`config.mk`:
```
export PLATFORM = sky130hd
export DESIGN_NAME = conv5x5_mac
export DESIGN_NICKNAME = d
export VERILOG_FILES = /design/src/rtl/conv5x5_mac.sv
export SDC_FILE = /design/constraint.sdc
export NUM_CORES = 1
export LEC_CHECK = 0
export ABC_AREA = 1
export CAP_MARGIN = 5
export CORE_MARGIN = 2
export CORE_UTILIZATION = 42
export DETAILED_ROUTE_END_ITERATION = 8
export PLACE_DENSITY_LB_ADDON = 0.15
export SYNTH_ARGS = -nofsm -noshare
export SYNTH_HDL_FRONTEND = slang
export SYNTH_SLANG_ARGS = --single-unit
```
`constraint.sdc`:
```
create_clock -name iCLK -period 7.47 [get_ports iCLK]
set_clock_uncertainty 0.1 [all_clocks]
set_input_delay 1.1205 -clock iCLK [delete_from_list [all_inputs] [get_ports iCLK]]
set_output_delay 1.1205 -clock iCLK [all_outputs]
set_load 0.005 [all_outputs]
```
`src/rtl/conv5x5_mac.sv`:
```
// conv5x5_mac: sequential 5x5 convolution multiply-accumulate.
// Accepts one unsigned pixel per cycle and multiplies it by the matching
// signed kernel tap. The 25 products of a window are summed exactly into a
// 21-bit signed result. The kernel is captured on tap 0 so that weight
// writes made mid-window only take effect in the next window.
module conv5x5_mac (
  input  logic                iCLK,
  input  logic                iRST,
  input  logic [199:0]        iWeights,
  input  logic                iPixValid,
  input  logic [7:0]          iPix,
  output logic                oPixReady,
  input  logic                iClear,
  output logic                oValid,
  output logic signed [20:0]  oSum,
  input  logic                iReady,
  output logic                oBusy
);

  logic [4:0]         tap_q, tap_d;
  logic [199:0]       shadow_q, shadow_d;
  logic signed [16:0] prod_q, prod_d;
  logic               pvalid_q, pvalid_d;
  logic               pfirst_q, pfirst_d;
  logic               plast_q, plast_d;
  logic signed [20:0] acc_q, acc_d;
  logic signed [20:0] sum_q, sum_d;
  logic               ovalid_q, ovalid_d;
  logic               rdy_en_q;

  logic               stall;
  logic               pix_ready;
  logic               accept;
  logic signed [7:0]  w_sel;
  logic signed [16:0] prod_now;
  logic signed [20:0] prod_ext;
  logic signed [20:0] acc_next;

  // Handshake, tap weight selection and the product/accumulate datapath.
  // Tap 0 reads the live bank because the snapshot is only being taken on
  // that same edge.
  always_comb begin
    stall     = pvalid_q && plast_q && ovalid_q && !iReady;
    pix_ready = rdy_en_q && !stall && !iClear;
    accept    = iPixValid && pix_ready;
    w_sel     = (tap_q == 5'd0) ? iWeights[7:0] : shadow_q[{tap_q, 3'b000} +: 8];
    prod_now  = $signed({{9{w_sel[7]}}, w_sel}) * $signed({9'b0, iPix});
    prod_ext  = {{4{prod_q[16]}}, prod_q};
    acc_next  = pfirst_q ? prod_ext : acc_q + prod_ext;
  end

  // Next-state for the tap counter, kernel snapshot and product stage.
  // A stall has priority over iClear so a held final product is never lost.
  always_comb begin
    tap_d    = tap_q;
    shadow_d = shadow_q;
    prod_d   = prod_q;
    pvalid_d = pvalid_q;
    pfirst_d = pfirst_q;
    plast_d  = plast_q;
    if (iClear) begin
      tap_d = 5'd0;
    end else if (accept) begin
      tap_d = (tap_q == 5'd24) ? 5'd0 : tap_q + 5'd1;
    end
    if (accept && tap_q == 5'd0) begin
      shadow_d = iWeights;
    end
    if (!stall) begin
      if (accept) begin
        prod_d   = prod_now;
        pvalid_d = 1'b1;
        pfirst_d = (tap_q == 5'd0);
        plast_d  = (tap_q == 5'd24);
      end else begin
        pvalid_d = 1'b0;
      end
    end
  end

  // Next-state for the accumulator and the output register. A new result may
  // replace the old one on the same edge it is drained.
  always_comb begin
    acc_d    = acc_q;
    sum_d    = sum_q;
    ovalid_d = ovalid_q && !iReady;
    if (pvalid_q && !stall) begin
      acc_d = acc_next;
      if (plast_q) begin
        sum_d    = acc_next;
        ovalid_d = 1'b1;
      end
    end
  end

  // State registers with synchronous reset.
  always_ff @(posedge iCLK) begin
    if (iRST) begin
      tap_q    <= '0;
      shadow_q <= '0;
      prod_q   <= '0;
      pvalid_q <= 1'b0;
      pfirst_q <= 1'b0;
      plast_q  <= 1'b0;
      acc_q    <= '0;
      sum_q    <= '0;
      ovalid_q <= 1'b0;
      rdy_en_q <= 1'b0;
    end else begin
      tap_q    <= tap_d;
      shadow_q <= shadow_d;
      prod_q   <= prod_d;
      pvalid_q <= pvalid_d;
      pfirst_q <= pfirst_d;
      plast_q  <= plast_d;
      acc_q    <= acc_d;
      sum_q    <= sum_d;
      ovalid_q <= ovalid_d;
      rdy_en_q <= 1'b1;
    end
  end

  assign oPixReady = pix_ready;
  assign oValid    = ovalid_q;
  assign oSum      = sum_q;
  assign oBusy     = (tap_q != 5'd0) || pvalid_q;

endmodule

```
=== After elaboration in Yosys (flattened, before gate mapping) ===
Cells that the tools add are included.

* Flip-flop bits (word level): 269
* Bits of input ports: 213
* Output and inout bits: 24

* Eq/ne operators: 1
* Muxes and demuxes: 7
* Bitwise gates (word level): 1
* Reductions and logical operators: 18
* Shift operators: 1
* $add $sub $neg: 2
* Multipliers: 1

{| class="wikitable"
|+ Operators by type and width
! kind !! number
|-
| indexed part select 200 x 9 -> 8 bit || 1
|-
| adder 21 x 17 -> 21 bit || 1
|-
| 2-to-1 mux 21 bit || 1
|-
| multiplier 8 x 9 -> 17 bit || 1
|-
| logical AND 1 bit || 9
|-
| 2-to-1 mux 8 bit || 1
|-
| adder 5 x 1 -> 5 bit (second input constant) || 1
|-
| == test 5 bit (second input constant) || 1
|-
| zero test 5 bit || 1
|-
| 2-to-1 mux 5 bit || 1
|-
| nonzero test 5 bit || 1
|-
| 2-to-1 mux 1 bit || 4
|-
| AND reduction 2 bit || 2
|-
| zero test 1 bit || 3
|-
| OR reduction 2 bit || 1
|-
| logical OR 1 bit || 1
|-
| NOT 1 bit || 1
|}

=== Longest topological paths before layout ===
* Depth after elaboration: 8
* Gate-level depth with buffers: 35
* Depth with buffers taken out: 33

=== Least setup slack after synthesis ===
Ideal clock, no wire load.

* Path type: reg2reg
* From: register tap_q[1]
* To: register prod_q[10]
* Path buffers: 2
* Slack: 2.328 ns
* Cell stages (with the launch flop): 25
* Arrival time: 4.925 ns
* Cells stage by stage: dfxtp_1 > buf_2 > inv_2 > buf_2 > ha_1 > nand3_4 > clkinv_1 > nand2_1 > a21oi_1 > fa_1 > inv_1 > fa_1 > inv_1 > fa_1 > inv_1 > fa_1 > inv_1 > ha_1 > a21oi_1 > nand2_1 > a21boi_0 > xor2_1 > nand2_1 > o211ai_1 > inv_1

* Longest elaborated chain between the ends: 3
* Elaborated cells on any way between the ends: 4

{| class="wikitable"
|+ RTL lines
! item !! RTL line !! source
|-
| start: declaration || 20 || <nowiki>logic [4:0] tap_q, tap_d;</nowiki>
|-
| start signal: assignment || 110 || <nowiki>tap_q <= tap_d;</nowiki>
|-
| indexed part select 200 x 9 -> 8 bit or zero test 5 bit (tied branches) || 46 || <nowiki>w_sel = (tap_q == 5'd0) ? iWeights[7:0] : shadow_q[{tap_q, 3'b000} +: 8];</nowiki>
|-
| 2-to-1 mux 8 bit (*) || 46 ||
|-
| multiplier 8 x 9 -> 17 bit (*) || 47 || <nowiki>prod_now = $signed({{9{w_sel[7]}}, w_sel}) * $signed({9'b0, iPix});</nowiki>
|-
| end signal: assignment || 112 || <nowiki>prod_q <= prod_d;</nowiki>
|-
| end: declaration || 22 || <nowiki>logic signed [16:0] prod_q, prod_d;</nowiki>
|}

Mark *: on every way between the ends. The rest lies on a longest branch, timed or not.
A chain may end at the register's enable or synchronous reset.

=== Final worst setup path ===
* From: register tap_q[0]
* To: register prod_q[10]

The elaborated chain is that of the path after synthesis.

==> impl_metrics.env <==
export IMPL_synth_simple_gate_area_share_pct=27.0
export IMPL_total_number_of_nets_in_the_final_design=2705
export IMPL_synthesis_instances=2234
export IMPL_place_gp_congestion=0.888
export IMPL_cts_hold_buf=0
export IMPL_detailroute_via_count=15000
export IMPL_critical_path_peak_fanout=91
export IMPL_final_core_util_pct=52.2
export IMPL_ordered_list_of_cells_on_the_worst_path="buf_4 > nor2_2 > a31oi_1 > nand3_1 > nand2_1 > clkinv_1 > nand2_1 > nand2_2 > nand2_1 > fa_1 > fa_1 > inv_1 > fa_1 > inv_1 > fa_1 > inv_1 > ha_1 > a21oi_1 > nand2_1 > a21boi_0 > xor2_1 > nand2_1 > o211ai_1 > inv_1"
export IMPL_layout_min_cycle_time_ns=6.24
export IMPL_post_dp_cell_area_sq_um=17600
export IMPL_synth_xor_xnor_area_share_pct=0.689
export IMPL_global_route_wire_length_before_repair_microns=76400
export IMPL_number_of_synthesized_flops_with_an_enable_pin=0
export IMPL_worstSetupStartpointType="register"
export IMPL_synth_top_family_by_area="simple AND/OR/NAND/NOR gates"
export IMPL_critPathCapture="prod_q[10]"
export IMPL_total_clock_sinks=269
export IMPL_synthAdderAreaFrac_pct=10.3
export IMPL_crit_path_end_kind="register"
export IMPL_synth_compound_gate_area_share_pct=17.5
export IMPL_worstPathArrival_ns=6.58
export IMPL_io_pins=237
export IMPL_synth_cell_types=41
export IMPL_synth_ff_type="dfxtp_1"
export IMPL_dpl_hpwl_microns=34100
export IMPL_postLayoutCellArea_sq_um=18600
export IMPL_floorplan_core_area_sq_um=35700
export IMPL_power_leakage_nw=8.55
export IMPL_timing_reg2reg_worst_path_depth=24
export IMPL_critical_path_class="register to register"
export IMPL_initial_core_util_pct=42.8
export IMPL_post_cts_buffers=0
export IMPL_grt_overflow_total=0
export IMPL_rr_endpoint="prod_q[10]"
export IMPL_drt_antenna_violating_nets=0
export IMPL_yosysSeqAreaShare_pct=35.3
export IMPL_clock_path_buffers=3
export IMPL_unrepaired_setup_endpoints_after_global_routing="no"
export IMPL_floorplan_die_width_microns=195
export IMPL_clock_insertion_delay_worst_skew_ns=0.56
export IMPL_power_density_nw_per_um2=208
export IMPL_cts_buffers=30
export IMPL_syn_avg_cell_area_sq_um=6.83
export IMPL_ctsRootBufferMaster="clkbuf_16"
export IMPL_worst_path_dominant_cell_family="adder cells"
export IMPL_route_detailed_drc=0
export IMPL_kind_of_path_behind_the_tightest_hold_check="register to register"
export IMPL_fraction_of_registers_with_async_set_or_reset_after_synthesis_pct=0
export IMPL_worstSetupStartpoint="tap_q[0]"
export IMPL_grt_max_degree=133
export IMPL_clock_fmax_mhz=160
export IMPL_hold_worst_slack_ns=0.358
export IMPL_totalNegativeSetupSlack_ns=0
export IMPL_tightestPinTransition_ns=1.10
export IMPL_post_drt_wl_per_cell_microns=16.5
export IMPL_synth_ff_latch_count=269
export IMPL_detailedRoute_firstPassIterationCount=5
export IMPL_htree_num_levels=1
export IMPL_timing_final_hold_violations=0
export IMPL_post_route_period_util_pct=83.6
export IMPL_fp_dieH_microns=195
export IMPL_cts_tree="done"
export IMPL_required_ns=7.81
export IMPL_post_synth_net_total=2550
export IMPL_setup_slack_placement_ns=1.25
export IMPL_ys_warnings_count=0
export IMPL_layout_overhead_on_the_synthesized_area_pct=22.0
export IMPL_first_global_vias=14500
export IMPL_placement_io_buffers=236
export IMPL_r2r_setup_slack_ns=1.23
export IMPL_worst_path_largest_cell_delay_ns=0.72
export IMPL_post_route_cells_drive_above_1_share_pct=4.64
export IMPL_r2r_start="tap_q[0]"
export IMPL_ir_drop_v=0.000160
export IMPL_worst_setup_margin_ns=1.23
export IMPL_clkTransAtPathRegs_ns=0.06
export IMPL_mappedNetlistArea_sq_um=15200
export IMPL_setup_viol_count_final=0
export IMPL_antenna_violations_before_repair=1
export IMPL_dieArea_sq_um=37800
export IMPL_cp_buffers_inverters=6
export IMPL_timing_max_transition_violations_final=0
export IMPL_cp_slowest_cell="buf_4"
export IMPL_via_per_inst=5.21
export IMPL_crit_top_cell="nand2_1"
export IMPL_max_capacitance_violation_total=0
export IMPL_slew_limit_headroom_pct=26.8
export IMPL_global_route_usage_total_pct=24.8
export IMPL_dr_iter_0_viols=1285
export IMPL_post_cts_resized_instances=0
export IMPL_synth_area_mux_share_pct=0
export IMPL_placementRows=69
export IMPL_route_final_wire_length_microns=47500
export IMPL_critical_path_cell_count=24
export IMPL_status="finished, final reports clean"
synth_stat cells, types with 3 or more instances:
cell,number,area (sq um)
a21oi_1,119,596
a21oi_2,8,70.1
a31oi_1,7,43.8
buf_1,4,15.0
buf_2,56,280
buf_4,3,22.5
buf_6,9,101
clkbuf_1,49,184
clkinv_1,5,18.8
dfxtp_1,269,5390
fa_1,38,761
ha_1,65,813
inv_1,189,709
inv_2,8,30.0
nand2_1,315,1180
nand2_2,15,93.8
nand3_1,87,435
nand3b_1,6,45.0
nand4_1,12,75.1
nor2_1,557,2090
nor2_2,4,25.0
nor3_1,7,35.0
o211ai_1,5,37.5
o21a_1,5,37.5
o21ai_0,248,1240
o21ai_1,72,360
o21bai_1,5,37.5
o22ai_1,36,225
or2_2,6,37.5
xnor2_1,7,61.3
xor2_1,5,43.8
area by class of cell:
class / count / area [sq um]
Fill cell: 3650 / 17100
Multi-Input combinational cell: 1640 / 8470
Sequential cell: 269 / 5390
Timing Repair Buffer: 246 / 2440
Clock buffer: 40 / 870
Inverter: 202 / 766
Tap cell: 461 / 577
Clock inverter: 15 / 83.8
Antenna cell: 1 / 2.50
registers in the layout, summed over array words and instances, names as in the netlist:
register  cells
shadow_q    200
acc_q        21
oSum         21
prod_q       17
tap_q         5
oValid        1
pfirst_q      1
plast_q       1
pvalid_q      1
rdy_en_q      1
cells by family after synthesis:
| family | Yosys count |
|---|---|
| compound gates | 508 |
| xor+xnor | 12 |
| fa+ha+maj | 103 |
| buf+inv | 325 |
| flops | 269 |
| simple gates | 1017 |
power by group:
group | total [mW] | internal, mW | switching [mW] | leakage (nW)
Sequential | 1.54 | 1.50 | 0.0417 | 2.20
Combinational | 0.906 | 0.385 | 0.520 | 5.87
Clock | 1.42 | 0.814 | 0.609 | 0.480
worst min path at each step:
| stage | start | endpoint | depth (start not counted) | slack, ns |
|---|---|---|---|---|
| after floorplan | shadow_q[34] | shadow_q[34] | 2 | 0.32 |
| after global placement | shadow_q[12] | shadow_q[12] | 2 | 0.34 |
| after detailed placement | shadow_q[192] | shadow_q[192] | 2 | 0.35 |
| after CTS | shadow_q[192] | shadow_q[192] | 2 | 0.36 |
| after global routing | shadow_q[192] | shadow_q[192] | 2 | 0.38 |
| final | shadow_q[192] | shadow_q[192] | 2 | 0.36 |
worst min-delay path: stages, from the launching register on:
cell	delay, ns
dfxtp_1	0.30
inv_1	0.06
a21oi_1	0.05
through the flow:
| step | power, mW | cells |
|---|---|---|
| 2_1_floorplan | 2.18 | 2234 |
| 3_3_place_gp | 2.47 | 2818 |
| 3_5_place_dp | 2.48 | 2818 |
| 4_1_cts | 3.90 | 2873 |
| 5_1_grt | 4.10 | 2873 |
| 6_report | 3.87 | 2874 |
placed cells by master (no fill, tap or decap), types with 2 or more instances in the layout:
| master | instances |
|---|---|
| a21boi_0 | 2 |
| a21oi_1 | 119 |
| a21oi_2 | 8 |
| a31oi_1 | 7 |
| buf_4 | 9 |
| clkbuf_1 | 3 |
| clkbuf_16 | 31 |
| clkbuf_8 | 6 |
| clkdlybuf4s50_1 | 235 |
| clkinv_1 | 4 |
| clkinv_2 | 12 |
| clkinvlp_4 | 2 |
| dfxtp_1 | 267 |
| fa_1 | 38 |
| ha_1 | 65 |
| inv_1 | 189 |
| inv_2 | 7 |
| inv_6 | 2 |
| nand2_1 | 315 |
| nand2_2 | 15 |
| nand3_1 | 87 |
| nand3b_1 | 6 |
| nand4_1 | 12 |
| nor2_1 | 557 |
| nor2_2 | 4 |
| nor3_1 | 7 |
| nor3b_1 | 2 |
| o211ai_1 | 5 |
| o21a_1 | 5 |
| o21ai_0 | 248 |
| o21ai_1 | 72 |
| o21bai_1 | 5 |
| o22ai_1 | 36 |
| or2_2 | 6 |
| xnor2_1 | 7 |
| xor2_1 | 5 |
layer usage:
layer  up-vias  track usage [%]  wire length [microns]
met3        60             3.23                   2810
met5         -                0                      0
li1       7503                -                      -
met2       449             38.8                  20800
met1      6951             35.8                  22700
met4         0             6.47                   1160
Power figures use the tool's default switching activity.
